===== config.mk =====
export PLATFORM = sky130hd
export DESIGN_NAME = piso_shift_register
export DESIGN_NICKNAME = d
export VERILOG_FILES = /design/src/rtl/piso_shift_register.sv
export SDC_FILE = /design/constraint.sdc
export NUM_CORES = 1
export LEC_CHECK = 0
export BUFFER_PORTS_ARGS = -buffer_cell sky130_fd_sc_hd__buf_4
export CORE_AREA = 2 2 39 41
export DETAILED_ROUTE_END_ITERATION = 12
export DIE_AREA = 0 0 41 43
export PLACE_DENSITY = 0.57
export SETUP_SLACK_MARGIN = 0.1
export SKIP_LAST_GASP = 1
export SLEW_MARGIN = 20
export SYNTH_ARGS = -nofsm -noshare
export SYNTH_HDL_FRONTEND = slang
export SYNTH_SLANG_ARGS = --single-unit

===== constraint.sdc =====
create_clock -name clk -period 2.42 [get_ports clk]
set_clock_uncertainty 0.2 [all_clocks]
set_input_delay 0.363 -clock clk [delete_from_list [all_inputs] [get_ports clk]]
set_output_delay 0.363 -clock clk [all_outputs]
set_load 0.02 [all_outputs]

===== src/rtl/piso_shift_register.sv =====
// Parallel-in, serial-out shift register: takes a WIDTH-bit word over a valid/ready
// handshake and drives it one bit per clock with a qualifying valid flag and a done pulse.
module piso_shift_register #(
    parameter int WIDTH     = 4,
    parameter bit MSB_FIRST = 1'b1
) (
    input  logic             clk,
    input  logic             rst,
    input  logic             load_valid,
    input  logic [WIDTH-1:0] load_data,
    output logic             load_ready,
    output logic             data,
    output logic             data_valid,
    output logic             done,
    output logic             dbg_state
);

    localparam int IDX_W = (WIDTH > 1) ? $clog2(WIDTH) : 1;
    localparam logic [IDX_W-1:0] LAST = IDX_W'(WIDTH - 1);

    typedef enum logic {
        IDLE  = 1'b0,
        SHIFT = 1'b1
    } state_t;

    state_t           state;
    logic [WIDTH-1:0] sreg;
    logic [IDX_W-1:0] bit_idx;
    logic             last;
    logic             accept;

    // Handshake: a word transfers on a rising edge where load_valid and load_ready are both 1;
    // load_valid without load_ready is ignored, and load_data is only sampled on that edge.
    assign last       = (state == SHIFT) && (bit_idx == LAST);
    assign load_ready = rst & ((state == IDLE) | last);
    assign accept     = load_valid & load_ready;
    assign dbg_state  = (state == SHIFT);

    always_ff @(posedge clk) begin
        if (!rst) begin
            state      <= IDLE;
            sreg       <= '0;
            bit_idx    <= '0;
            data       <= 1'b0;
            data_valid <= 1'b0;
            done       <= 1'b0;
        end else begin
            done <= last;
            if (accept) begin
                state      <= SHIFT;
                bit_idx    <= '0;
                data_valid <= 1'b1;
                // The first bit goes straight to the line; sreg keeps the rest, aligned to the send end.
                if (MSB_FIRST) begin
                    data <= load_data[WIDTH-1];
                    sreg <= load_data << 1;
                end else begin
                    data <= load_data[0];
                    sreg <= load_data >> 1;
                end
            end else if (last) begin
                state      <= IDLE;
                sreg       <= '0;
                data       <= 1'b0;
                data_valid <= 1'b0;
            end else if (state == SHIFT) begin
                bit_idx <= bit_idx + 1'b1;
                if (MSB_FIRST) begin
                    data <= sreg[WIDTH-1];
                    sreg <= sreg << 1;
                end else begin
                    data <= sreg[0];
                    sreg <= sreg >> 1;
                end
            end
        end
    end

endmodule


==> summary.md, run 1 <==
| Metric | Value |
|---|---|
| Worst hold path endpoint | dbg_state$_SDFFE_PN0P_ |
| Share of cells above drive strength 1 | 0.333 |
| Residual DRC | 0 |
| Gpl congestion | between 0.7 and 0.8 |
| Via count | 307 |
| HP Start | rst |
| FF-to-FF End | bit_idx[1]$_SDFFE_PP0P_ |
| Critical path endpoint category | primary output |
| Async S/R FF share, synth | 0 |
| Layout Utilization | 0.344 |
| Cell Area, Synth | 367 µm² |
| Nets | 58 |
| Status | completed |
| Total negative slack | 0 ns |
| Die ar. | 1760 µm² |
| Fillers | around 150 |
| PortBufs | 11 |
| Clk sinks | 8 |
| Hold depth | 2 |
| Most common cell in the synthesized netlist | dfxtp_1 |
| Worst Setup Path Type | register to primary output |
| Area Overhead vs Synth | 29.7% |
| Post-CTS Resized | 0 |
| CTS tree | done |
| Synthesized net count | 44 |
| Total Wirelength | 689 µm |
| Maxcap violations | 0 |
| Commonest cells post-synth | dfxtp_1 (8), mux2i_1 (4), a32oi_1 (3), o22ai_1 (3) |
| GRT Residual Overflow | 0 |
| DR pass1 iterations | 3 |
| R2r setup slk | 0.83 ns |
| Max clock buf depth | 2 |
| Synth Register Bits | 8 |
| Final ANT Viol Nets | 0 |
| Htree depth | 1 |
| Routed WL per cell | 10.8 µm |
| Row count | 14 |
| Critical-path cell list | ha_1 > nor2b_1 > nor2_1 > buf_4 |
| Fin Hold WS | 0.148 ns |
| Mapped Cells | 36 |
| Ports | 12 |
| Number of enable flip-flop cells after synthesis | 0 |
| Leakage | 0.210 nW |
| Setup Fix Bufs, Post-CTS | 0 |
| Dpl hpwl | 521 µm |
| Setup-failing EPs final | 0 |
| Top_reg_cell synth | dfxtp_1 |
| Slowest stage delay, CP | 0.31 ns |
| Die span in x | between 40 and 50 µm |
| Highest clock rate | 0.565 GHz |
| Final hold violations | 0 |
| Share of the synthesized area in the top cell type | 0.437 |
| Cell taking the most area after synthesis | dfxtp_1 |
| Core footprint | roughly 1400 µm² |
| Worst EP arrival | 1.21 ns |
| Number of global-route vias before repair | 280 |
| Largest net degree at the start of global routing | 12 |
| CTS Hold Bufs | 0 |
| Initial antenna violation count | 0 |
| Synth top area cells | dfxtp_1 (44%), mux2i_1 (11%), a32oi_1 (7.2%) |
| CP bufs+invs | 1 |
| Fin crit period | 1.77 ns |
| Drt via density | 4.80 |
| Syn_area_per_cell | 10.2 µm² |
| Starting Density | 0.265 |
| Global-route wire length before repair | 1110 µm |
| Netlist cell types | 20 |
| Maximum VDD drop | 0.240 mV |
| Chip height | 43 µm |
| HP Class | primary input to register |
| RSZ-0062 raised after global routing | no |
| Iteration-0 DRC Markers | 6 |
| Max transition margin | 0.865 |
| Worst path required time | 1.86 ns |
| Yosys warnings | 0 |
| Reg2reg start | bit_idx[0]$_SDFFE_PP0P_ |
| CP top delay family | flip-flops |
| Max-slew violation count | 0 |
| Pwr dens | slightly above 600 nW/µm² |
| Seq/Total Area, Yosys | 0.437 |
| Clk pin slew, worst setup/hold paths | about 0.05 ns |
| Clk_lat worst skew | 0.25 ns |
| Clock root buffer | clkbuf_4 |
| Global Route Usage Sum | 0.0975 |
| Num CTS Buffers | 3 |
| Tightest Pin Transition | 0.203 ns |
| R2R depth | 5 |
| Final period util | 0.732 |
| Critical Path Source Type | register |
| CP max-delay cell | dfxtp_1 |
| Worst-path fanout max | 6 |
| # diodes | 0 |
[worst reg2reg max path, cell delays in order (launching register included)]
cell and delay (ns):
dfxtp_1 0.33, ha_1 0.26, nor2b_1 0.09, buf_4 0.16
or3b_1 0.35, a21oi_1 0.14
[layout make-up]
cell class                 count  area [µm²]  area share
clock buffer                   3        22.5      0.0474
inverter                       1        3.75     0.00789
timing repair buffer          12        90.1       0.189
sequential                     8         160       0.337
multi-input combinational     24         179       0.376
tap                           16        20.0      0.0421
[sequential cells by signal, indices dropped and copies added, names as in the netlist]
signal and cells:
bit_idx 2, data 1, dbg_state 1, done 1, sreg 3
[metal layers]
metal / global-route usage / wire length, µm
met4: 0.0800 / 24
met2: 0.128 / 306
met5: 0 / 0
met1: 0.113 / 318
met3: 0.0471 / 40
[cell usage in the layout, fill, tap and decap left out]
cell	instances
ha_1	1
a32oi_1	3
or2b_1	1
inv_1	1
nand2_1	1
o21a_1	1
nor2b_1	1
nor2_1	1
clkbuf_4	3
or3b_1	2
o22ai_1	3
buf_4	12
dfxtp_1	8
o21ai_0	1
nand2b_1	1
mux2i_1	4
a21oi_1	2
nand4_1	1
and3_2	1
[cells by family (layout without fill, tap and decap cells)]
logic type | after synthesis | in the layout | synth area share
multiplexers | 4 | 4 | 0.109
AO/OA/AOI/OAI | 10 | 10 | 0.184
flip-flops | 8 | 8 | 0.437
AND/OR/NAND/NOR | 9 | 9 | 0.160
adder cells (fa/ha/maj) | 1 | 1 | 0.0341
buffers and inverters | 4 | 16 | 0.0751
[how the worst max path moves through the flow]
stage | start | to | slack, ns | cells past startpoint
after floorplan | bit_idx[0]$_SDFFE_PP0P_ | load_ready | 0.85 | 4
after global placement | bit_idx[0]$_SDFFE_PP0P_ | bit_idx[1]$_SDFFE_PP0P_ | 0.85 | 5
after detailed placement | bit_idx[0]$_SDFFE_PP0P_ | bit_idx[1]$_SDFFE_PP0P_ | 0.83 | 5
after CTS | bit_idx[0]$_SDFFE_PP0P_ | load_ready | 0.64 | 4
after global routing | bit_idx[0]$_SDFFE_PP0P_ | load_ready | 0.59 | 4
final | bit_idx[0]$_SDFFE_PP0P_ | load_ready | 0.65 | 4
[report_power, final]
group | total [W] | switching [W] | internal (W)
registers | 0.000143 | 0.00000390 | 0.000139
logic | 0.0000472 | 0.0000235 | 0.0000237
clock network | 0.000100 | 0.0000437 | 0.0000566
[stage by stage]
stage	total power, W	worst slack [ns]	instance area, µm²	instances
6_report	0.000291	0.650	475	64
5_1_grt	0.000306	0.586	475	64
4_1_cts	0.000294	0.645	475	64
3_5_place_dp	0.000194	0.831	453	61
3_3_place_gp	0.000193	0.847	453	61
2_1_floorplan	0.000176	0.846	367	36
Note: power is estimated with default switching activity, not from simulation.
==> inputs of run 2 (changes only) <==
==> constraint.sdc (replaced) <==
create_clock -name clk -period 1.8 [get_ports clk]
set_clock_uncertainty 0.2 [all_clocks]
set_input_delay 0.27 -clock clk [delete_from_list [all_inputs] [get_ports clk]]
set_output_delay 0.27 -clock clk [all_outputs]
set_load 0.02 [all_outputs]
==> summary.md, run 2 (same netlist as run 1, synthesis figures left out) <==
| Metric | Value |
|---|---|
| Footprint of the multi-input gates | 186 µm² |
| Htree depth | 1 |
| Leakage | 0.229 nW |
| Critical Path Source Type | register |
| Routed WL per cell | 11.4 µm |
| Maxcap violations | 0 |
| Flop pwr share | 0.487 |
| Fin crit period | 1.62 ns |
| Highest clock rate | 0.616 GHz |
| Global-route wire length before repair | roughly 1200 µm |
| Num CTS Buffers | 3 |
| Pint | 0.000300 W |
| Via count | 337 |
| CTS Hold Bufs | 0 |
| Worst path required time | 1.33 ns |
| Pwr dens | 784 nW/µm² |
| Gpl congestion | about 0.68 |
| CTS tree | done |
| Initial antenna violation count | 0 |
| Worst EP arrival | between 1 and 1.5 ns |
| Final period util | 0.901 |
| Residual DRC | 0 |
| Iteration-0 DRC Markers | 7 |
| Dpl hpwl | 542 µm |
| Critical path endpoint category | primary output |
| Row count | 14 |
| Seq. cell area | between 150 and 200 µm² |
| Max clock buf depth | 2 |
| Core footprint | 1380 µm² |
| Clk sinks | 8 |
| Total negative slack | 0 ns |
| Drt via density | 5.03 |
| Fillers | approximately 150 |
| Commonest non-fill, non-tap cell in the layout | buf_4 |
| Max-slew violation count | 0 |
| Die span in x | about 41 µm |
| Global Route Usage Sum | 0.106 |
| Setup WS pre-CTS | 0.243 ns |
| Combinational power share | 0.179 |
| Biggest regs | sreg: 3 flops, bit_idx: 2 flops |
| Layout Utilization | 0.365 |
| Die ar. | 1760 µm² |
| Most frequent cells in the layout | buf_4 (15), dfxtp_1 (8), mux2i_1 (4) |
| Clock Power Share | 0.334 |
| DR pass1 iterations | 2 |
| Setup-failing EPs final | 0 |
| HP Class | primary input to register |
| Worst Setup Path Type | register to primary output |
| Clock root buffer | clkbuf_4 |
| Status | completed |
| Starting Density | 0.265 |
| Max transition margin | 0.873 |
| Nets | 61 |
| # diodes | 0 |
| Number of global-route vias before repair | between 300 and 400 |
| Maximum VDD drop | roughly 0.28 mV |
| RSZ-0062 raised after global routing | no |
| Total Wirelength | 767 µm |
| Area Overhead vs Synth | 37.9% |
| Setup ws final | ~0.18 ns |
| P_sw | 0.0000960 W |
| Total design power | 0.000396 W |
| Share of cells above drive strength 1 | 0.392 |
| Chip height | 43 µm |
| Worst-path fanout max | 4 |
| PortBufs | 11 |
| Clk pin slew, worst setup/hold paths | 0.05 ns |
| Largest net degree at the start of global routing | 12 |
| Clk_lat worst skew | 0.25 ns |
| Ports | 12 |
| Final ANT Viol Nets | 0 |
| GRT Residual Overflow | 0 |
| Tightest Pin Transition | 0.190 ns |
| Register name with the most flops | sreg |
| Switching part of the total | 0.242 |
| Final hold violations | 0 |
| Max reg flops | 3 |
-- run 2: power by group through the flow --
stage	clock (W)	sequential (W)	combinational (W)
4_1_cts	0.000139	0.000193	0.0000665
6_report	0.000132	0.000193	0.0000710
3_3_place_gp	0	0.000196	0.0000640
3_5_place_dp	0	0.000196	0.0000644
2_1_floorplan	0	0.000199	0.0000372
5_1_grt	0.000147	0.000193	0.0000772
-- run 2: path summary, 6_finish.rpt --
| check | end | from | slack (ns) | depth (start not counted) |
|---|---|---|---|---|
| hold / removal | dbg_state$_SDFFE_PN0P_ | rst | 0.06 | 2 |
| hold reg to reg | bit_idx[0]$_SDFFE_PP0P_ | bit_idx[0]$_SDFFE_PP0P_ | 0.34 | 2 |
| setup reg to reg | bit_idx[1]$_SDFFE_PP0P_ | bit_idx[0]$_SDFFE_PP0P_ | 0.31 | 5 |
| setup / recovery | load_ready | bit_idx[0]$_SDFFE_PP0P_ | 0.18 | 4 |
-- run 2: worst max-delay path: stages, from the launching register on --
cell	delay, ns
dfxtp_1	0.31
ha_1	0.24
nor2b_4	0.15
nor2_1	0.05
buf_4	0.16
-- run 2: timing repair --
| item | in CTS | in global routing |
|---|---|---|
| endpoints found under the setup margin | 1 | 1 |
| gates resized for setup | 2 | 0 |
| buffers inserted | 0 | 2 |
-- run 2: layout make-up --
class,count,share of cell area
Sequential cell,8,0.317
Inverter,1,0.00743
Multi-Input combinational cell,24,0.369
Tap cell,16,0.0396
Timing Repair Buffer,15,0.223
Clock buffer,3,0.0446
-- run 2: stage by stage --
step / hold slack, ns / area, µm² / std cells
finish: 0.0641 / 505 / 67
global route: 0.0711 / 505 / 67
CTS: 0.0564 / 490 / 65
detailed placement: 0.315 / 460 / 62
global placement: 0.323 / 460 / 62
floorplan: 0.187 / 367 / 36
-- run 2: layer usage --
layer	GRT usage	vias to the layer above	wire (µm)
met1	0.107	164	349
met5	0	-	0
met2	0.159	5	377
met3	0.0471	2	29
met4	0.0800	0	11
li1	-	166	-
==> inputs of run 3 (changes only) <==
==> constraint.sdc (replaced) <==
create_clock -name clk -period 2 [get_ports clk]
set_clock_uncertainty 0.2 [all_clocks]
set_input_delay 0.3 -clock clk [delete_from_list [all_inputs] [get_ports clk]]
set_output_delay 0.3 -clock clk [all_outputs]
set_load 0.02 [all_outputs]
==> summary.md, run 3 (same netlist as run 1, synthesis figures left out) <==
| Metric | Value |
|---|---|
| Total design power | 0.000357 W |
| Combinational power share | 0.163 |
| Htree depth | 1 |
| Final ANT Viol Nets | 0 |
| Clock Power Share | 0.352 |
| Worst hold path endpoint | dbg_state$_SDFFE_PN0P_ |
| Slowest stage delay, CP | 0.31 ns |
| Clk pin slew, worst setup/hold paths | 0.06 ns |
| Critical-path cell list | ha_1 > nor2b_2 > nor2_1 > buf_4 |
| Flop pwr share | 0.485 |
| Commonest non-fill, non-tap cell in the layout | buf_4 |
| Maximum VDD drop | 0.277 mV |
| Highest clock rate | 0.566 GHz |
| RSZ-0062 raised after global routing | no |
| Worst-path fanout max | 6 |
| Max clock buf depth | 2 |
| Switching part of the total | 0.255 |
| Drt via density | ~5 |
| CTS tree | done |
| Status | completed |
| Clock root buffer | clkbuf_4 |
| Starting Density | 0.265 |
| Die ar. | 1760 µm² |
| Final period util | 0.884 |
| Die span in x | 41 µm |
| CP max-delay cell | dfxtp_1 |
| Footprint of the multi-input gates | around 180 µm² |
| Row count | 14 |
| P_sw | 0.0000909 W |
| Gpl congestion | a little over 0.7 |
| Placed insts | roughly 60 |
| Area Overhead vs Synth | 30.4% |
| R2R depth | 4 |
| HP Start | rst |
| Max reg flops | 3 |
| Critical path endpoint category | primary output |
| Chip height | approximately 43 µm |
| Maxcap violations | 0 |
| Leakage | 0.211 nW |
| Residual DRC | 0 |
| Most frequent cells in the layout | buf_4 (12), dfxtp_1 (8), mux2i_1 (4) |
| HP Class | primary input to register |
| Number of global-route vias before repair | 287 |
| Pwr dens | 747 nW/µm² |
| Total negative slack | 0 ns |
| Biggest regs | sreg: 3 flops, bit_idx: 2 flops |
| Pint | 0.000266 W |
| # diodes | 0 |
| Clk sinks | 8 |
| Final hold violations | 0 |
| Routed WL per cell | 11.5 µm |
| Critical Path Source Type | register |
| R2r setup slk | 0.53 ns |
| Max-slew violation count | 0 |
| Nets | just under 60 |
| Worst Setup Path Type | register to primary output |
| Core footprint | 1380 µm² |
| Dpl hpwl | 531 µm |
| Hold depth | 2 |
| Reg2reg start | bit_idx[0]$_SDFFE_PP0P_ |
| Non-Filler Instances | between 60 and 70 |
| Global Route Usage Sum | 0.110 |
| Largest net degree at the start of global routing | 12 |
| Num CTS Buffers | 3 |
| PortBufs | 11 |
| FF-to-FF End | bit_idx[1]$_SDFFE_PP0P_ |
| Fillers | 150 |
| Max transition margin | 0.849 |
| Worst EP arrival | 1.27 ns |
| DR pass1 iterations | 4 |
| Worst path required time | 1.50 ns |
| GRT Residual Overflow | 0 |
| Setup Fix Bufs, Post-CTS | 0 |
| Initial antenna violation count | 0 |
| Register name with the most flops | sreg |
| Clk_lat worst skew | 0.26 ns |
| Ports | 12 |
| Global-route wire length before repair | roughly 1200 µm |
| Total Wirelength | 735 µm |
| Setup-failing EPs final | 0 |
| Fin crit period | 1.77 ns |
| Share of cells above drive strength 1 | 0.354 |
| Via count | 321 |
| Seq. cell area | 160 µm² |
| Iteration-0 DRC Markers | 5 |
| Tightest Pin Transition | 0.227 ns |
## run 3: cell count changes in the layout (fill, tap and decap cells not counted), sizes merged
cell / before / now
buf: 15 / 12
## run 3: worst max-delay path: cells and delay by family, from the launching register on
family | cells | cell delay, ns
DFF | 1 | 0.31
adders and majority gates | 1 | 0.28
buffers and inverters | 1 | 0.16
and+or+nand+nor | 2 | 0.26
## run 3: metal layers
metal / global-route usage / vias to the layer above / part of all wire
li1: - / 161 / -
met1: 0.119 / 149 / 0.44
met2: 0.131 / 7 / 0.45
met3: 0.0681 / 4 / 0.061
met4: 0.120 / 0 / 0.042
met5: 0 / - / 0
## run 3: worst max-delay path by stage
stage                     depth (start not counted)  slack, ns    endpoint                     from
final                                             4       0.23  load_ready  bit_idx[0]$_SDFFE_PP0P_
after global routing                              4       0.12  load_ready  bit_idx[0]$_SDFFE_PP0P_
after global placement                            4       0.48  load_ready  bit_idx[0]$_SDFFE_PP0P_
after detailed placement                          4       0.44  load_ready  bit_idx[0]$_SDFFE_PP0P_
after floorplan                                   4       0.49  load_ready  bit_idx[0]$_SDFFE_PP0P_
after CTS                                         4       0.16  load_ready  bit_idx[0]$_SDFFE_PP0P_
## run 3: per-stage QoR
step / cell area, µm² / hold WS [ns] / setup slack [ns] / utilization
after floorplan: 367 / 0.217 / 0.489 / -
after global placement: 453 / 0.329 / 0.483 / 0.327
after detailed placement: 453 / 0.332 / 0.437 / 0.327
after CTS: 475 / 0.0791 / 0.156 / 0.344
after global routing: 478 / 0.0852 / 0.125 / 0.345
final: 478 / 0.0841 / 0.233 / 0.345
## run 3: layout make-up
class                      instances  area share
clock buffer                       3      0.0471
multi-input combinational         24       0.380
timing repair buffer              12       0.188
inverter                           1     0.00785
sequential                         8       0.335
tap                               16      0.0419
## run 3: power by group through the flow
stage	Combinational, W	Clock (W)	Sequential, W
5_1_grt	0.0000633	0.000145	0.000174
4_1_cts	0.0000580	0.000130	0.000173
6_report	0.0000580	0.000126	0.000173
3_5_place_dp	0.0000578	0	0.000177
3_3_place_gp	0.0000574	0	0.000177
2_1_floorplan	0.0000335	0	0.000179
## run 3: repair_timing
item	4_1_cts	5_1_grt
gates resized for setup	0	1
hold buffers	0	0
endpoints found under the hold margin	0	0
setup endpoints to repair	0	1
